==> src/rtl/uart_pkg.sv <==
// Shared UART types and helpers: transmitter state encoding, data width, baud divisor rounding.
package uart_pkg;

  localparam int unsigned UART_DATA_W = 8;

  typedef enum logic [2:0] {
    TxIdle   = 3'd0,
    TxStart  = 3'd1,
    TxData   = 3'd2,
    TxParity = 3'd3,
    TxStop   = 3'd4
  } tx_state_t;

  // Divisor rounded to nearest so the bit time error stays under half a clock.
  function automatic int unsigned calc_divisor(input int unsigned clk_freq,
                                               input int unsigned baud);
    return (clk_freq + baud / 2) / baud;
  endfunction

endpackage

==> src/rtl/uart_tx_fifo.sv <==
// Synchronous TX FIFO with wrap-bit pointers; head is visible combinationally (no read latency).
module uart_tx_fifo
  import uart_pkg::*;
#(
  parameter int unsigned DEPTH = 16,
  localparam int unsigned AW = $clog2(DEPTH)
) (
  input  logic                   clk_i,
  input  logic                   rst_i,
  input  logic                   push_i,
  input  logic [UART_DATA_W-1:0] wdata_i,
  input  logic                   pop_i,
  output logic [UART_DATA_W-1:0] rdata_o,
  output logic                   full_o,
  output logic                   empty_o,
  output logic [AW:0]            count_o
);

  localparam logic [AW:0] PtrOne = (AW + 1)'(1);

  logic [UART_DATA_W-1:0] mem_q [DEPTH];
  logic [AW:0]            wptr_q, wptr_d;
  logic [AW:0]            rptr_q, rptr_d;
  logic                   do_push, do_pop;

  // Same index with differing wrap bits means the write pointer has lapped the read pointer.
  assign full_o  = (wptr_q[AW] != rptr_q[AW]) && (wptr_q[AW-1:0] == rptr_q[AW-1:0]);
  assign empty_o = (wptr_q == rptr_q);
  assign count_o = wptr_q - rptr_q;
  assign rdata_o = mem_q[rptr_q[AW-1:0]];

  assign do_push = push_i && !full_o;
  assign do_pop  = pop_i && !empty_o;

  always_comb begin
    wptr_d = wptr_q;
    rptr_d = rptr_q;
    if (do_push) wptr_d = wptr_q + PtrOne;
    if (do_pop)  rptr_d = rptr_q + PtrOne;
  end

  always_ff @(posedge clk_i) begin
    if (rst_i) begin
      wptr_q <= '0;
      rptr_q <= '0;
    end else begin
      wptr_q <= wptr_d;
      rptr_q <= rptr_d;
    end
  end

  always_ff @(posedge clk_i) begin
    if (do_push) mem_q[wptr_q[AW-1:0]] <= wdata_i;
  end

endmodule

==> src/rtl/uart_tx_core.sv <==
// UART transmitter: TX FIFO, baud divider, framing FSM and registered tx line.
// Define UART_PARITY_EN for 8E1 framing (even parity bit between data and stop); default is 8N1.
module uart_tx_core
  import uart_pkg::*;
#(
  parameter int unsigned CLK_FREQ   = 50_000_000,
  parameter int unsigned UART_BAUD  = 115200,
  parameter int unsigned FIFO_DEPTH = 16
) (
  input  logic                          clk_i,
  input  logic                          rst_i,
  input  logic [UART_DATA_W-1:0]        wr_data_i,
  input  logic                          wr_valid_i,
  output logic                          wr_ready_o,
  output logic                          tx_o,
  output logic                          busy_o,
  output logic                          tx_done_o,
  output logic [$clog2(FIFO_DEPTH):0]   fifo_count_o
);

  localparam int unsigned Divisor = calc_divisor(CLK_FREQ, UART_BAUD);
  localparam int unsigned CntW    = (Divisor > 1) ? $clog2(Divisor) : 1;
  localparam logic [CntW-1:0] CntLast = CntW'(Divisor - 1);
  localparam logic [CntW-1:0] CntOne  = CntW'(1);
  localparam logic [2:0]      LastBit = 3'(UART_DATA_W - 1);

  localparam logic [2:0] StIdle   = 3'(TxIdle);
  localparam logic [2:0] StStart  = 3'(TxStart);
  localparam logic [2:0] StData   = 3'(TxData);
  localparam logic [2:0] StStop   = 3'(TxStop);
`ifdef UART_PARITY_EN
  localparam logic [2:0] StParity = 3'(TxParity);
`endif

  logic [2:0]             state_q, state_d;
  logic [CntW-1:0]        cnt_q, cnt_d;
  logic [2:0]             bit_idx_q, bit_idx_d;
  logic [UART_DATA_W-1:0] shift_q, shift_d;
  logic                   tx_q, tx_d;
  logic                   done_q, done_d;
  logic                   bit_end;
  logic                   fifo_pop, fifo_full, fifo_empty;
  logic [UART_DATA_W-1:0] fifo_rdata;

  uart_tx_fifo #(
    .DEPTH (FIFO_DEPTH)
  ) u_fifo (
    .clk_i   (clk_i),
    .rst_i   (rst_i),
    .push_i  (wr_valid_i),
    .wdata_i (wr_data_i),
    .pop_i   (fifo_pop),
    .rdata_o (fifo_rdata),
    .full_o  (fifo_full),
    .empty_o (fifo_empty),
    .count_o (fifo_count_o)
  );

  assign bit_end = (cnt_q == CntLast);

  always_comb begin
    state_d   = state_q;
    cnt_d     = cnt_q;
    bit_idx_d = bit_idx_q;
    shift_d   = shift_q;
    done_d    = 1'b0;
    fifo_pop  = 1'b0;
    if (state_q != StIdle) cnt_d = bit_end ? '0 : cnt_q + CntOne;
    case (state_q)
      StIdle: begin
        if (!fifo_empty) begin
          fifo_pop = 1'b1;
          cnt_d    = '0;
          state_d  = StStart;
        end
      end
      StStart: begin
        if (bit_end) begin
          bit_idx_d = '0;
          state_d   = StData;
        end
      end
      StData: begin
        if (bit_end) begin
          shift_d = shift_q >> 1;
          if (bit_idx_q == LastBit) begin
`ifdef UART_PARITY_EN
            state_d = StParity;
`else
            state_d = StStop;
`endif
          end else begin
            bit_idx_d = bit_idx_q + 3'd1;
          end
        end
      end
`ifdef UART_PARITY_EN
      StParity: begin
        if (bit_end) state_d = StStop;
      end
`endif
      StStop: begin
        if (bit_end) begin
          done_d = 1'b1;
          // Chain straight into the next start bit so back-to-back frames have no idle gap.
          if (!fifo_empty) begin
            fifo_pop = 1'b1;
            state_d  = StStart;
          end else begin
            state_d  = StIdle;
          end
        end
      end
      default: state_d = StIdle;
    endcase
    if (fifo_pop) shift_d = fifo_rdata;
  end

`ifdef UART_PARITY_EN
  logic parity_q;

  always_ff @(posedge clk_i) begin
    if (rst_i) begin
      parity_q <= 1'b0;
    end else if (fifo_pop) begin
      parity_q <= ^fifo_rdata;
    end
  end
`endif

  always_comb begin
    tx_d = 1'b1;
    case (state_q)
      StStart:  tx_d = 1'b0;
      StData:   tx_d = shift_q[0];
`ifdef UART_PARITY_EN
      StParity: tx_d = parity_q;
`endif
      default:  tx_d = 1'b1;
    endcase
  end

  always_ff @(posedge clk_i) begin
    if (rst_i) begin
      state_q   <= StIdle;
      cnt_q     <= '0;
      bit_idx_q <= '0;
      shift_q   <= '0;
      tx_q      <= 1'b1;
      done_q    <= 1'b0;
    end else begin
      state_q   <= state_d;
      cnt_q     <= cnt_d;
      bit_idx_q <= bit_idx_d;
      shift_q   <= shift_d;
      tx_q      <= tx_d;
      done_q    <= done_d;
    end
  end

  assign tx_o       = tx_q;
  assign tx_done_o  = done_q;
  assign busy_o     = (state_q != StIdle);
  assign wr_ready_o = !fifo_full;

endmodule

==> config.mk <==
export PLATFORM = sky130hd
export DESIGN_NAME = uart_tx_core
export DESIGN_NICKNAME = d
export VERILOG_FILES = /design/src/rtl/uart_pkg.sv /design/src/rtl/uart_tx_fifo.sv /design/src/rtl/uart_tx_core.sv
export SDC_FILE = /design/constraint.sdc
export NUM_CORES = 1
export LEC_CHECK = 0
export CORE_ASPECT_RATIO = 1.75
export CORE_MARGIN = 4
export CORE_UTILIZATION = 35
export CTS_CLUSTER_DIAMETER = 30
export DETAILED_ROUTE_END_ITERATION = 8
export PLACE_DENSITY = 0.61
export SETUP_SLACK_MARGIN = 0.02
export SLEW_MARGIN = 25
export SYNTH_ARGS = -nofsm -noshare
export SYNTH_HDL_FRONTEND = slang
export SYNTH_SLANG_ARGS = --single-unit
==> constraint.sdc <==
create_clock -name clk_i -period 2.68 [get_ports clk_i]
set_input_delay 0.268 -clock clk_i [delete_from_list [all_inputs] [get_ports clk_i]]
set_output_delay 0.268 -clock clk_i [all_outputs]
set_load 0.005 [all_outputs]
# Word-level counts from Yosys, hierarchy flattened
# Memory sizes are Yosys's and may differ from the RTL's. A register that Yosys moved wholly into a read port is not among the register bits.
# Cells that the tools add are included.
[classes] addsub=5 eq_ne=14 mux=27 bitwise_logic=1 n_reduce_logical=14
[ops] cell="$mux W9" count=4
[ops] cell="$mux W3" count=8
[ops] cell="$mux W8" count=3
[ops] cell="$ne A2 B2 Y1 const B" count=6
[ops] cell="$pmux W3 S4" count=1
[ops] cell="$add A5 B1 Y5 const B" count=2
[ops] cell="$add A9 B1 Y9 const B" count=1
[ops] cell="$eq A9 B9 Y1 const B" count=1
[ops] cell="$mux W4" count=2
[ops] cell="$eq A3 B3 Y1 const B" count=2
[ops] cell="$mux W1" count=6
[ops] cell="$pmux W3 S2" count=1
[ops] cell="$reduce_bool A2 Y1" count=3
[ops] cell="$eq A5 B5 Y1" count=1
[ops] cell="$reduce_and A5 Y1" count=1
[ops] cell="$sub A5 B5 Y5" count=1
[ops] cell="$eq A4 B4 Y1" count=1
[ops] cell="$pmux W1 S2" count=2
[ops] cell="$reduce_and A4 Y1" count=1
[ops] cell="$add A3 B1 Y3 const B" count=1
[ops] cell="$eq A3 B1 Y1 const B" count=1
[ops] cell="$eq A3 B2 Y1 const B" count=1
[ops] cell="$logic_and A1 B1 Y1" count=3
[ops] cell="$logic_not A3 Y1" count=1
[ops] cell="other kinds (6)" count=7
[word_totals] regBits=35 mem_bits_rw=128 inputBits=11 out_inout_bits=9 word_cells=70 memories=1
[memory_table] memory="u_fifo.mem_q" words=16 word_bits=8 read_ports=1 rd_ports_with_merged_regs=1 wr=1 line_no="uart_tx_fifo.sv:21" rtl="logic [UART_DATA_W-1:0] mem_q [DEPTH];"

# Depth between registers and ports, before layout
[depth] word_depth=7 ltp_mapped=8 ltp_nobuf=7

# By module
# A second synthesis with hierarchy kept.
[hier_totals] hier_cells=451 hier_area_um2=6972.9
[by_module_without_submodules] mod="uart_tx_fifo" instances=1 cells_per_inst=304 area_each_um2=5659.2 seq_area_each_um2=4124.0
[by_module_without_submodules] mod="uart_tx_core" instances=1 cells_per_inst=147 area_each_um2=1313.8 seq_area_each_um2=500.5

# Least setup slack after synthesis
# No wires, ideal clock.
[synth_timing] kind="register -> register" startpoint="reg u_fifo.wptr_q[0]" endpoint="mem u_fifo.mem_q[3][0], enable pin" setup_ns=0.383 arrival_time_ns=2.088 required_ns=2.297 path_slack_ns=0.208 stages_incl_launch_ff=7 n_path_buf=0 period_less_slack_ns=2.472 cell_sequence="dfxtp_1 > inv_1 > ha_1 > and4_1 > a21boi_2 > nand2_1 > nor3_1"
[synth_via] elab_chain_len=6
[synth_rtl] element="from (decl)" line_no="uart_tx_fifo.sv:22" rtl="logic [AW:0] wptr_q, wptr_d;"
[synth_rtl] element="from (signal assigned)" line_no="uart_tx_fifo.sv:47" rtl="wptr_q <= wptr_d;"
[synth_rtl] element="$eq A4 B4 Y1" line_no="uart_tx_fifo.sv:27" rtl="assign full_o = (wptr_q[AW] != rptr_q[AW]) && (wptr_q[AW-1:0] == rptr_q[AW-1:0]);"
[synth_rtl] element="$logic_and A1 B1 Y1" line_no="uart_tx_fifo.sv:27"
[synth_rtl] element="$logic_not A1 Y1" line_no="uart_tx_fifo.sv:32" rtl="assign do_push = push_i && !full_o;"
[synth_rtl] element="$logic_and A1 B1 Y1" line_no="uart_tx_fifo.sv:32"
[synth_rtl] element="$mux W1" line_no="uart_tx_fifo.sv:53" rtl="if (do_push) mem_q[wptr_q[AW-1:0]] <= wdata_i;"
[synth_rtl] element="$mux W1 (not written as such)" line_no="uart_tx_fifo.sv:53"
[synth_rtl] element="to (decl)" line_no="uart_tx_fifo.sv:21"
# Several ways; a longest one is shown, not always the timed one.

# Final worst setup path
[layout_timing] startpoint="reg u_fifo.rptr_q[1]" endpoint="out fifo_count_o[3]"
[layout_via] elab_chain_len=1
[layout_rtl] element="from (decl)" line_no="uart_tx_fifo.sv:23" rtl="logic [AW:0] rptr_q, rptr_d;"
[layout_rtl] element="from (signal assigned)" line_no="uart_tx_fifo.sv:48" rtl="rptr_q <= rptr_d;"
[layout_rtl] element="$sub A5 B5 Y5" line_no="uart_tx_fifo.sv:29" rtl="assign count_o = wptr_q - rptr_q;"
[layout_rtl] element="to (decl)" line_no="uart_tx_core.sv:18" rtl="output logic [$clog2(FIFO_DEPTH):0] fifo_count_o"
# Every way passes these cells.

==> impl_metrics.py <==
metrics = {
    "critical_path": {
        "arrival_ns": 2.20,
        "rr_worst_depth": 6,
        "worst_setup_path_start_kind": "flip-flop",
        "path_max_fanout": 4,
        "cp_cell_sequence": "inv_1, ha_1, a21o_1, a21oi_1, xnor2_1, clkdlybuf4s50_1",
        "reg2reg_setup_slack_ns": 0.29,
        "critical_path_required_ns": 2.41,
        "crit_path_top_delay_cell": "clkdlybuf4s50_1",
        "crit_start": "u_fifo.rptr_q[1]",
        "critical_path_class": "flip-flop to primary output",
        "critPathMaxStageDelay_ns": 0.52,
        "crit_path_end": "fifo_count_o[3]",
        "r2r-end": "u_fifo.mem_q[3][7]",
        "path_depth": 6,
        "cp_num_buf_inv": 2,
        "timing.rr.start": "u_fifo.wptr_q[3]",
        "cp-end-kind": "primary output",
        "critical_path.top_delay_family": "buffers and inverters",
    },
    "clock_tree": {
        "path_clk_slew_ns": 0.07,
        "ctsResizeCount": 5,
        "ctsHoldBuffers": 0,
        "cts_root_buffer": "clkbuf_16",
        "htreeDepth": 4,
        "cts_tree": "done",
        "cts_buffers": 17,
        "cts.sinks": 167,
        "clock_latency_ns": 0.42,
        "post_cts_buffers": 0,
        "cts_max_path_buffers": 2,
    },
    "placement": {
        "io_buffers": 19,
        "dp_hpwl_um": 10100,
        "place_congestion": 0.770,
    },
    "drt": {
        "top_layer_used": "met4",
        "post-route-drc-count": 0,
        "wl_per_cell_um": 18.8,
        "drtIter0Drc": 260,
        "routed_wl_um": 14100,
        "viasPerCell": 5.20,
        "drtAntennaViolNets": 0,
        "wl_met1_um": 5060,
        "met3_length_um": 276,
        "wl_met2_um": 8540,
        "vias": 3910,
        "firstDrtPassIters": 4,
    },
    "cells_and_area": {
        "diodes": 0,
        "drive_gt1_share_pct": 19.4,
        "layout.nets": 523,
        "syn2layout_area_growth_pct": 16.9,
        "fillers": 1740,
        "multi_input_area_um2": 2150,
        "regArea_um2": 4630,
    },
    "synth": {
        "synth_edf_count": 128,
        "synth_top_area_share_pct": 55.5,
        "synth-main-ff-cell": "edfxtp_1",
        "ys_ff_latch": 167,
        "synth_commonest_cells": "128 x edfxtp_1, 40 x nor2_1, 39 x dfxtp_1",
        "yosys_warnings": 0,
        "synth_area_leaders": "edfxtp_1 55%, dfxtp_1 11%, mux4_2 10%",
        "syn-cell-area_um2": 6930,
        "synth_cells": 456,
        "syn_avg_cell_area_um2": 15.2,
        "synth.most_common_cell": "edfxtp_1",
        "async_flop_share_pct": 0,
        "synth.largest_area_cell": "edfxtp_1",
        "ys_seq_area_share_pct": 66.8,
        "syn-num-nets": 481,
        "synth_cell_types": 48,
    },
    "sta": {
        "hold_viol": 0,
        "finalSetupViolCount": 0,
        "maxSlewHeadroom_pct": 58.5,
        "grt_setup_unrepaired": "false",
        "max_freq_ghz": 0.406,
        "drv_slew": 0,
        "final.setup.tns_ns": 0,
        "final.min_clock_period_ns": 2.46,
        "worst_pin_slew_ns": 0.622,
        "skew_ns": 0.00988,
        "finalCritPeriodShare_pct": 91.9,
    },
    "power": {
        "power_mw": 6.76,
        "vdd_drop_max_mv": 0.499,
        "p_leak_nw": 2.65,
        "powerDensity_nw_per_um2": 835,
    },
    "die": {
        "die_area_um2": 22200,
        "initial_utilization_pct": 35.9,
        "ios": 20,
        "die_w_um": 114,
        "coreArea_um2": 19300,
        "num_rows": 67,
        "fp.dieH_um": 194,
    },
    "grt": {
        "first_global_vias": 4314,
        "antenna_found_initial": 0,
        "overflow": 0,
        "grt_pass1_wl_um": 22800,
        "grt_max_degree": 30,
        "grt_use_total_pct": 13.5,
    },
    "min_path": {
        "worstHoldPathType": "flip-flop to flip-flop",
    },
    "run": {
        "cap_violations": 0,
    },
    "status": {
        "status": "finished clean",
    },
}
-- where the power goes --
part | switching [mW] | total (mW) | internal [mW]
logic | 0.660 | 1.28 | 0.623
registers | 0.0878 | 3.00 | 2.91
clock network | 1.00 | 2.48 | 1.48
total | 1.75 | 6.76 | 5.01
-- cell families (layout without fill, tap and decap cells) --
logic type               Yosys count  in the layout  synth area share [%]
multiplexers                      32             32                  10.4
AND/OR/NAND/NOR                  133            133                  9.68
XOR/XNOR                          10             10                  1.26
adder cells (fa/ha/maj)           14             14                  2.64
flip-flops                       167            167                  66.8
buffers and inverters             29             84                  2.28
AO/OA/AOI/OAI                     71             71                  6.99
-- placed cells by master, fill, tap and decap left out, types with 2 or more instances in the layout --
cell type,count
edfxtp_1,128
nor2_1,40
dfxtp_1,37
nand2_1,36
mux4_2,32
a21oi_1,23
buf_4,23
clkdlybuf4s50_1,18
clkbuf_16,17
ha_1,13
a22oi_1,12
nor3_1,10
o21ai_0,10
inv_1,8
nand3_1,7
nand2b_1,6
and3_1,6
a311oi_1,6
or3_1,6
xnor2_1,5
xor2_1,5
nor2b_1,5
and2_1,4
inv_6,4
a21o_1,3
nand3b_1,3
nor3b_1,3
bufinv_16,3
o21ai_1,2
a22o_1,2
a2111oi_2,2
a31oi_1,2
dfxtp_2,2
clkinv_2,2
clkinv_1,2
-- worst min path at each step --
| stage | from | endpoint | depth (start not counted) |
|---|---|---|---|
| CTS | shift_q[7] | shift_q[7] | 2 |
| detailed placement | shift_q[7] | shift_q[7] | 2 |
| floorplan | wr_data_i[0] | u_fifo.mem_q[0][0] | 0 |
| finish | shift_q[7] | shift_q[7] | 2 |
| global placement | bit_idx_q[2] | bit_idx_q[2] | 2 |
| global route | shift_q[7] | shift_q[7] | 2 |
-- stage by stage --
stage	setup WS (ns)	instances	hold slack, ns	area, um2	util (%)
3_3_place_gp	0.367	720	0.456	7490	38.8
2_1_floorplan	0.208	456	0.367	6930	-
3_5_place_dp	0.259	720	0.458	7490	38.8
5_1_grt	0.0679	752	0.493	8100	42.0
6_report	0.217	752	0.468	8100	42.0
4_1_cts	0.192	752	0.468	8100	42.0
-- layout make-up --
cell class / instances / area share (%)
Clock buffer: 18 / 5.30
Clock inverter: 14 / 2.10
Inverter: 9 / 0.417
Multi-Input combinational cell: 260 / 26.6
Sequential cell: 167 / 57.2
Tap cell: 241 / 3.72
Timing Repair Buffer: 43 / 4.71
-- flip-flops by register name, summed over array words and instances, names as in the netlist, named ones only --
| name | flops |
|---|---|
| u_fifo.mem_q | 128 |
| cnt_q | 9 |
| shift_q | 8 |
| u_fifo.rptr_q | 5 |
| u_fifo.wptr_q | 5 |
| bit_idx_q | 3 |
| state_q | 3 |
| tx_done_o | 1 |
| tx_o | 1 |
-- worst reg2reg max path: stages (launching register included) --
cell and delay, ns:
dfxtp_1 0.51, ha_1 0.34, and4_1 0.23, a21boi_2 0.36
nand2_1 0.24, nor3_1 0.20, buf_4 0.21
-- layer usage --
metal	vias to the layer above	global-route usage (%)
met5	-	0
met4	0	5.28
met3	14	2.22
met2	56	26.6
met1	1998	13.6
li1	1842	-
Power figures use the tool's default switching activity.
